--- src/rtl/jericalla_pkg.sv ---
// Shared definitions for the Jericalla fetch/issue front end: instruction
// field layout, bubble word, writer mask and the issue FSM states.
package jericalla_pkg;

    localparam int IW      = 17;
    localparam int REG_W   = 5;
    localparam int OP_LSB  = 15;
    localparam int WA_LSB  = 10;
    localparam int RA1_LSB = 5;
    localparam int RA2_LSB = 0;

    // Bit n set: opcode n writes the register bank.
    localparam logic [3:0]    WR_MASK  = 4'b0111;
    localparam logic [IW-1:0] NOP_WORD = 17'h18000;

    typedef enum logic [1:0] {
        IDLE  = 2'd0,
        RUN   = 2'd1,
        DRAIN = 2'd2,
        DONE  = 2'd3
    } state_e;

    function automatic logic [1:0] op_of(input logic [IW-1:0] w);
        return w[OP_LSB +: 2];
    endfunction

    function automatic logic [REG_W-1:0] wa_of(input logic [IW-1:0] w);
        return w[WA_LSB +: REG_W];
    endfunction

    function automatic logic [REG_W-1:0] ra1_of(input logic [IW-1:0] w);
        return w[RA1_LSB +: REG_W];
    endfunction

    function automatic logic [REG_W-1:0] ra2_of(input logic [IW-1:0] w);
        return w[RA2_LSB +: REG_W];
    endfunction

endpackage

--- src/rtl/hazard_scoreboard.sv ---
// Tracks the write addresses of the last two issued words and flags a
// read-after-write conflict for the word waiting at the program counter.
module hazard_scoreboard #(
    parameter int RW = 5
) (
    input  logic          clk,
    input  logic          rst,
    input  logic          clear_i,
    input  logic          shift_i,
    input  logic [RW-1:0] wa_i,
    input  logic          wr_i,
    input  logic [RW-1:0] ra1_i,
    input  logic [RW-1:0] ra2_i,
    output logic          hazard_o
);

    logic [RW-1:0] s1_wa_q, s2_wa_q;
    logic          s1_v_q, s2_v_q;
    logic          hit1, hit2;

    always_ff @(posedge clk or posedge rst) begin
        if (rst) begin
            s1_wa_q <= '0;
            s2_wa_q <= '0;
            s1_v_q  <= 1'b0;
            s2_v_q  <= 1'b0;
        end else if (clear_i) begin
            s1_v_q  <= 1'b0;
            s2_v_q  <= 1'b0;
        end else if (shift_i) begin
            s2_wa_q <= s1_wa_q;
            s2_v_q  <= s1_v_q;
            s1_wa_q <= wa_i;
            s1_v_q  <= wr_i;
        end
    end

    // Register 0 is an ordinary register here; no zero-register exemption.
    assign hit1     = s1_v_q && ((ra1_i == s1_wa_q) || (ra2_i == s1_wa_q));
    assign hit2     = s2_v_q && ((ra1_i == s2_wa_q) || (ra2_i == s2_wa_q));
    assign hazard_o = hit1 || hit2;

endmodule

--- src/rtl/fetch_issue_unit.sv ---
// Program memory, program counter and issue FSM feeding the Jericalla
// pipeline; inserts bubbles on RAW hazards and drains before signalling done.
module fetch_issue_unit
    import jericalla_pkg::*;
#(
    parameter int DEPTH     = 64,
    parameter int AW        = 6,
    parameter int DRAIN_CYC = 2
) (
    input  logic          clk,
    input  logic          rst,
    input  logic          prog_we,
    input  logic [AW-1:0] prog_addr,
    input  logic [IW-1:0] prog_data,
    input  logic [AW:0]   num_instr,
    input  logic          start,
    output logic [IW-1:0] instruccion,
    output logic [AW-1:0] pc,
    output logic          busy,
    output logic          done,
    output logic [7:0]    stall_cnt
);

    localparam int         DCW     = $clog2(DRAIN_CYC + 1);
    localparam logic [AW:0] DEPTH_L = (AW + 1)'(DEPTH);

    logic [IW-1:0]  mem_q [DEPTH];

    state_e         state_q, state_d;
    logic [AW-1:0]  pc_q, pc_d;
    logic [AW:0]    len_q, len_d;
    logic [IW-1:0]  instr_q, instr_d;
    logic           busy_q, busy_d;
    logic           done_q, done_d;
    logic [7:0]     stall_q, stall_d;
    logic [DCW-1:0] drain_q, drain_d;

    logic [IW-1:0]  mem_word;
    logic [AW:0]    len_start;
    logic           last_issue;
    logic           hazard;
    logic           sb_clear;

    // Loading is locked out for the whole run so the program cannot change under the PC.
    always_ff @(posedge clk) begin
        if (prog_we && !busy_q) begin
            mem_q[prog_addr] <= prog_data;
        end
    end

    assign mem_word   = mem_q[pc_q];
    assign len_start  = (num_instr > DEPTH_L) ? DEPTH_L : num_instr;
    assign last_issue = ({1'b0, pc_q} == (len_q - 1'b1));

    hazard_scoreboard #(
        .RW (REG_W)
    ) u_scoreboard (
        .clk      (clk),
        .rst      (rst),
        .clear_i  (sb_clear),
        .shift_i  (busy_q),
        .wa_i     (wa_of(instr_d)),
        .wr_i     (WR_MASK[op_of(instr_d)]),
        .ra1_i    (ra1_of(mem_word)),
        .ra2_i    (ra2_of(mem_word)),
        .hazard_o (hazard)
    );

    always_comb begin
        state_d  = state_q;
        pc_d     = pc_q;
        len_d    = len_q;
        instr_d  = instr_q;
        busy_d   = busy_q;
        done_d   = 1'b0;
        stall_d  = stall_q;
        drain_d  = drain_q;
        sb_clear = 1'b0;
        case (state_q)
            IDLE: begin
                if (start) begin
                    sb_clear = 1'b1;
                    len_d    = len_start;
                    stall_d  = '0;
                    pc_d     = '0;
                    busy_d   = 1'b1;
                    if (len_start != '0) begin
                        state_d = RUN;
                        drain_d = '0;
                    end else begin
                        // Empty program: counter preset so DONE follows on the next edge.
                        state_d = DRAIN;
                        drain_d = DCW'(DRAIN_CYC);
                    end
                end
            end
            RUN: begin
                if (hazard) begin
                    instr_d = NOP_WORD;
                    stall_d = (stall_q == 8'hFF) ? stall_q : stall_q + 8'd1;
                end else begin
                    instr_d = mem_word;
                    pc_d    = pc_q + 1'b1;
                    if (last_issue) begin
                        state_d = DRAIN;
                        drain_d = '0;
                    end
                end
            end
            DRAIN: begin
                instr_d = NOP_WORD;
                if (drain_q == DCW'(DRAIN_CYC)) begin
                    state_d = DONE;
                    busy_d  = 1'b0;
                    done_d  = 1'b1;
                end else begin
                    drain_d = drain_q + DCW'(1);
                end
            end
            DONE: begin
                instr_d = NOP_WORD;
                state_d = IDLE;
            end
            default: state_d = IDLE;
        endcase
    end

    always_ff @(posedge clk or posedge rst) begin
        if (rst) begin
            state_q <= IDLE;
            pc_q    <= '0;
            len_q   <= '0;
            instr_q <= NOP_WORD;
            busy_q  <= 1'b0;
            done_q  <= 1'b0;
            stall_q <= '0;
            drain_q <= '0;
        end else begin
            state_q <= state_d;
            pc_q    <= pc_d;
            len_q   <= len_d;
            instr_q <= instr_d;
            busy_q  <= busy_d;
            done_q  <= done_d;
            stall_q <= stall_d;
            drain_q <= drain_d;
        end
    end

    assign instruccion = instr_q;
    assign pc          = pc_q;
    assign busy        = busy_q;
    assign done        = done_q;
    assign stall_cnt   = stall_q;

endmodule

--- config.mk ---
export PLATFORM = sky130hd
export DESIGN_NAME = fetch_issue_unit
export DESIGN_NICKNAME = d
export VERILOG_FILES = /design/src/rtl/jericalla_pkg.sv /design/src/rtl/hazard_scoreboard.sv /design/src/rtl/fetch_issue_unit.sv
export SDC_FILE = /design/constraint.sdc
export NUM_CORES = 1
export LEC_CHECK = 0
export CORE_MARGIN = 3
export CORE_UTILIZATION = 50
export CTS_BUF_LIST = sky130_fd_sc_hd__clkbuf_8
export DETAILED_ROUTE_END_ITERATION = 6
export GPL_ROUTABILITY_DRIVEN = 0
export GPL_TIMING_DRIVEN = 0
export PLACE_DENSITY_LB_ADDON = 0.1
export SLEW_MARGIN = 20
export SYNTH_ARGS = -nofsm -noshare
export SYNTH_HDL_FRONTEND = slang
export SYNTH_HIERARCHICAL = 1
export SYNTH_SLANG_ARGS = --single-unit
--- constraint.sdc ---
create_clock -name clk -period 6 [get_ports clk]
set_input_delay 0.6 -clock clk [delete_from_list [all_inputs] [get_ports clk]]
set_output_delay 0.6 -clock clk [all_outputs]
set_load 0.1 [all_outputs]
After elaboration in Yosys (flattened, before gate mapping)
Memory sizes are Yosys's and may differ from the RTL's.
Cells that the tools add are included.
{"block": "op_classes", "add_sub_neg": 4, "n_mul": 0, "n_div": 0, "n_lt_le_gt_ge": 2, "eq_ne": 17, "shift": 0, "mux": 37, "bitwise_logic": 1, "reduce_logical": 22}
{"operator": "17-bit case mux with 2 select lines", "count": 1}
{"operator": "8-bit two-way mux", "count": 3}
{"operator": "5-bit equality test", "count": 4}
{"operator": "2-bit two-way mux", "count": 10}
{"operator": "17-bit two-way mux", "count": 1}
{"operator": "8-bit case mux with 2 select lines", "count": 1}
{"operator": "2-bit != test, second input constant", "count": 7}
{"operator": "1-bit two-way mux", "count": 13}
{"operator": "6-bit two-way mux", "count": 2}
{"operator": "6-bit case mux with 2 select lines", "count": 1}
{"operator": "8-bit by 1-bit adder with 8-bit output, second input constant", "count": 1}
{"operator": "8-bit equality test, second input constant", "count": 1}
{"operator": "2-bit case mux with 4 select lines", "count": 1}
{"operator": "4-bit AND reduction", "count": 2}
{"operator": "2-bit nonzero test", "count": 4}
{"operator": "6-bit by 7-bit equality test with 1-bit output", "count": 1}
{"operator": "7-bit > comparator, second input constant", "count": 1}
{"operator": "7-bit two-way mux", "count": 1}
{"operator": "7-bit nonzero test", "count": 1}
{"operator": "7-bit by 1-bit subtractor with 7-bit output, second input constant", "count": 1}
{"operator": "6-bit by 1-bit adder with 6-bit output, second input constant", "count": 1}
{"operator": "2-bit equality test, second input constant", "count": 3}
{"operator": "2-bit case mux with 3 select lines", "count": 1}
{"operator": "3-bit AND reduction", "count": 2}
{"operator": "other kinds (14)", "count": 19}
{"block": "totals", "ff_bits": 56, "latchBits": 0, "ram_bits": 1088, "romBits": 0, "input_bits": 34, "output_inout_bits": 33, "word_cells": 97, "mem_count": 1}
{"memory": "mem_q", "depth": 64, "word_bits": 17, "read_ports": 1, "rd_ports_with_merged_regs": 0, "wr": 1, "line": "fetch_issue_unit.sv:27", "rtl": "logic [IW-1:0] mem_q [DEPTH];"}

Depth between registers and ports, before layout
An unclocked memory read counts as a cell.
{"block": "depth", "ltp_word": 11, "mapped_depth": 23, "mapped_depth_nobuf": 17}

Modules after synthesis
The synthesis kept the hierarchy.
{"module": "fetch_issue_unit", "n_inst": 1, "cells_per_inst": 2263, "area_per_inst_um2": 44358.8, "seq_area_each_um2": 33774.9}
{"module": "hazard_scoreboard", "n_inst": 1, "cells_per_inst": 58, "area_per_inst_um2": 691.9, "seq_area_each_um2": 300.3}

Worst setup path after synthesis
Ideal clock, no wire load.
{"block": "synth_timing", "kind": "register -> register", "start": "register pc_q[1] (netlist: pc[1])", "end": "register state_q[0]", "setup_time_ps": 128, "arrival_time_ps": 4924, "setup_slack_ps": 948, "stages_incl_launch_ff": 19, "path_buffers": 5, "path_cell_list": "dfrtp_1 buf_2 buf_4 buf_2 buf_1 mux4_2 a22oi_1 nand3_1 o22a_1 xor2_1 nor4_1 and3_1 a31oi_1 nand3_1 clkbuf_1 or4_1 a311o_1 a221oi_4 mux2_1"}
{"block": "synth_via", "elab_chain_len": 7}
{"item": "from (decl)", "line": "fetch_issue_unit.sv:30", "rtl": "logic [AW-1:0] pc_q, pc_d;"}
{"item": "from (signal assigned)", "line": "fetch_issue_unit.sv:140", "rtl": "pc_q <= pc_d;"}
{"item": "memory read 64 x 17 bit (*)"}
{"item": "via mem_word[2]", "line": "fetch_issue_unit.sv:38", "rtl": "logic [IW-1:0] mem_word;"}
{"item": "5-bit equality test (on tied branches)", "line": "hazard_scoreboard.sv:39, hazard_scoreboard.sv:40"}
{"item": "1-bit logical OR (on tied branches)", "line": "hazard_scoreboard.sv:39, hazard_scoreboard.sv:40"}
{"item": "1-bit logical AND (on tied branches)", "line": "hazard_scoreboard.sv:39, hazard_scoreboard.sv:40"}
{"item": "1-bit logical OR (*)", "line": "hazard_scoreboard.sv:41", "rtl": "assign hazard_o = hit1 || hit2;"}
{"item": "via hazard", "line": "fetch_issue_unit.sv:41", "rtl": "logic hazard;"}
{"item": "2-bit != test (no source line) (*)"}
{"item": "4-bit AND reduction (no source line) (*)"}
{"item": "to (signal assigned)", "line": "fetch_issue_unit.sv:139", "rtl": "state_q <= state_d;"}
{"item": "to (decl)", "line": "fetch_issue_unit.sv:29", "rtl": "state_e state_q, state_d;"}
Mark *: on every way through the listed nets, which the timed path passes. The rest lies on a longest branch.
A chain may end at the register's enable or synchronous reset.

Final worst setup path
{"block": "layout_timing", "start": "register pc_q[1] (netlist: pc[1])", "end": "register u_scoreboard.s1_wa_q[2]"}
{"block": "layout_via", "elab_chain_len": 7}
{"item": "memory read 64 x 17 bit (*)"}
{"item": "via mem_word[2]", "line": "fetch_issue_unit.sv:38"}
{"item": "5-bit equality test (on tied branches)", "line": "hazard_scoreboard.sv:39, hazard_scoreboard.sv:40"}
{"item": "1-bit logical OR (on tied branches)", "line": "hazard_scoreboard.sv:39, hazard_scoreboard.sv:40"}
{"item": "1-bit logical AND (on tied branches)", "line": "hazard_scoreboard.sv:39, hazard_scoreboard.sv:40"}
{"item": "1-bit logical OR (*)", "line": "hazard_scoreboard.sv:41"}
{"item": "via hazard", "line": "fetch_issue_unit.sv:41"}
{"item": "17-bit two-way mux (*)", "line": "fetch_issue_unit.sv:98", "rtl": "if (hazard) begin"}
{"item": "17-bit case mux with 2 select lines (*)", "line": "fetch_issue_unit.sv:79", "rtl": "case (state_q)"}
{"item": "via instr_d[12]", "line": "fetch_issue_unit.sv:32", "rtl": "logic [IW-1:0] instr_q, instr_d;"}
{"item": "to (signal assigned)", "line": "hazard_scoreboard.sv:33", "rtl": "s1_wa_q <= wa_i;"}
{"item": "to (decl)", "line": "hazard_scoreboard.sv:17", "rtl": "logic [RW-1:0] s1_wa_q, s2_wa_q;"}
Marks and branches as above.

==> metrics.txt <==
mapped cell area 0.0451 mm2; DP Worst Slack -0.692 ns; global-route wire length before repair 174000 um; Max-slew headroom 0.308; Avg Cell Area, Syn 19.4 um2; Area growth, synth to finish 14.4%; number of synthesized flops with an enable pin 1088; DR WL/cell 31.3 um; fmax 170 MHz; Tot Pwr 21.4 mW; Die Ht 306 um; Initial DRC Count 2862; Worst EP arrival 6.67 ns; HP Class in2reg; setup_tns 0 ns; Yosys warnings 6; register area share after synthesis 0.756; Overflow after GRT 0; DIE AREA 0.0937 mm2; Fin Hold WS 0.0872 ns; drt drc 0; period utilisation layout 0.982; Area contributors post-synth edfxtp_1, mux4_2, mux2i_1; flops & latches, synth 1144; Root Driver clkbuf_8; Skew-Pair Late Insertion Delay 0.85 ns; Fin. Hold Viols 0; Final Skew 0.0320 ns; Worst-path clk slew 0.06 ns; dominant cell type by area after synthesis edfxtp_1; ys async rst share 0.0490; CTS Buf Count 181; DP HPWL 79000 um; Slew @ Worst Pin 1.04 ns; status completed; initial antenna violation count 6; Primary FF master, synth edfxtp_1; H-tree depth 4; Worst setup SP type flop; Slew Limit Fails 0; VDD IR max 0.236 mV; Site Rows 109; core area 0.0889 mm2; Critical Path RT 6.78 ns; final setup margin 0.107 ns; postcts setup bufs 0; GRT Util Overall 0.264; CTS Sinks 1144; I/O Buffers 63; Post-DRT Antenna Nets 0; Die Wd 306 um; Max Cap Viol 0; syn_nets 2364; largest net degree at the start of global routing 65; Initial DRT Pass Iterations 6; I/O Pins 67; TritonCTS clock tree yes; Synth cell types 61; number of global-route vias before repair 24329; Pwr Density 415 mW/mm2; initial core utilization 0.507; RSZ-0062 raised after global routing false; Worst setup EP type flop; layout cell share with drive strength beyond 1 0.230; leak pwr 16.5 nW; CP max FO 10; Post-synth top cells edfxtp_1, mux2i_1, mux4_2; Via density 6.17; top-count cell post-synth edfxtp_1; cells after synthesis 2321; final wirelength 123000 um; crit path kind reg2reg; Finish-stage setup viols 0; post-route minimum period 5.89 ns; via count 24132; final-stage net count 2641; Yosys top cell area share 0.725; clk buf depth 3
## through the flow
step / instances / util / instance area [um2]
final: 3909 / 0.579 / 51500
after global routing: 3907 / 0.579 / 51500
after CTS: 3907 / 0.579 / 51400
after detailed placement: 3578 / 0.540 / 48100
after global placement: 3549 / 0.530 / 47100
after floorplan: 2321 / - / 45100
## sequential cells by signal, indices dropped and copies added, names as in the netlist, 2 cells and up
signal,count
u_scoreboard/s1_wa_q,5
drain_q,2
instruccion,17
u_scoreboard/s2_wa_q,5
state_q,2
stall_cnt,8
mem_q,1088
len_q,7
pc,6
## worst max-delay path: stages (launching register included)
cell      delay [ns]
dfrtp_1         0.39
buf_2           0.23
buf_4           0.28
buf_2           0.41
clkbuf_4        0.39
mux2i_1         0.11
a22oi_1         0.17
a21oi_1         0.21
nor4_4          0.49
o22a_1          0.44
xor2_1          0.19
nor4_1          0.07
and3_1          0.16
a31oi_1         0.18
nand3_2         0.29
nor3b_4         0.40
nand2_1         0.14
or3_1           0.46
o22ai_1         0.36
a21oi_1         0.08
o211ai_1        0.14
mux2_2          0.20
## cell families after synthesis
family	Yosys count	synth area share
buffers and inverters	143	0.0159
AND/OR/NAND/NOR	264	0.0291
AO/OA/AOI/OAI	291	0.0443
XOR/XNOR	37	0.00719
multiplexers	433	0.145
flip-flops	1144	0.756
adder cells (fa/ha/maj)	9	0.00250
## per-layer routing
metal | GRT usage | vias up | routed length [um]
met5 | 0 | - | 41
met4 | 0.103 | 6 | 4620
met3 | 0.0711 | 203 | 11700
met2 | 0.400 | 1166 | 56000
met1 | 0.372 | 12666 | 50100
li1 | - | 10091 | -
## report_power, final
group	internal [mW]	switching (mW)	total (mW)	leakage, nW
logic	2.29	4.04	6.33	4.08
registers	8.86	0.135	9.00	10.5
clock network	2.98	3.07	6.04	1.92
total	14.1	7.24	21.4	16.5
## layout by cell type, fill, tap and decap left out, types with 12 or more instances in the layout
| cell | count |
|---|---|
| buf_4 | 40 |
| clkinv_2 | 19 |
| xor2_1 | 26 |
| buf_12 | 12 |
| mux2_2 | 16 |
| o21ai_0 | 26 |
| clkdlybuf4s50_1 | 46 |
| clkinv_1 | 42 |
| nor2_1 | 30 |
| nor2_2 | 15 |
| a22oi_1 | 122 |
| nand3_1 | 33 |
| nand2b_1 | 16 |
| mux2i_1 | 243 |
| clkbuf_8 | 185 |
| clkbuf_1 | 30 |
| nor2b_1 | 19 |
| a21oi_1 | 69 |
| nor2_4 | 50 |
| buf_2 | 42 |
| dfrtp_1 | 54 |
| mux4_2 | 171 |
| edfxtp_1 | 1088 |
| o221ai_1 | 12 |
| inv_1 | 79 |
| nand2_1 | 36 |
| a22o_1 | 12 |
## worst paths after layout
| check | from | endpoint | slack, ns | depth (start not counted) |
|---|---|---|---|---|
| max | pc[1]$_DFFE_PP0P_ | u_scoreboard/s1_wa_q[2]$_DFFE_PP0P_ | 0.11 | 21 |
| min | prog_data[3] | mem_q[51][3]$_DFFE_PP_ | 0.09 | 1 |
| max reg2reg | pc[1]$_DFFE_PP0P_ | u_scoreboard/s1_wa_q[2]$_DFFE_PP0P_ | 0.11 | 21 |
| min reg2reg | instruccion[9]$_DFFE_PP0N_ | instruccion[9]$_DFFE_PP0N_ | 0.51 | 1 |
| max in group asynchronous | rst | instruccion[15]$_DFF_PP1_ | 4.86 | 4 |
| min in group asynchronous | rst | instruccion[5]$_DFFE_PP0N_ | 0.61 | 3 |
## what timing repair did
action | in CTS | in global routing
resized for setup | 21 | 26
gates cloned | 0 | 0
endpoints found under the setup margin | 16 | 18
pin swaps | 1 | 2
hold buffers | 3 | 0
hold endpoints to repair | 28 | 0
## cell type report
type	instances	area (um2)
clock buffers	185	2550
multi-input cells	1034	10800
diodes	3	7.51
flip-flops and latches	1144	34100
plain buffers	124	697
repair buffers	95	1120
inverters	18	67.6
clock inverters	141	731
well taps	1165	1460
fillers	6566	37400
(Power assumes the default switching activity.)
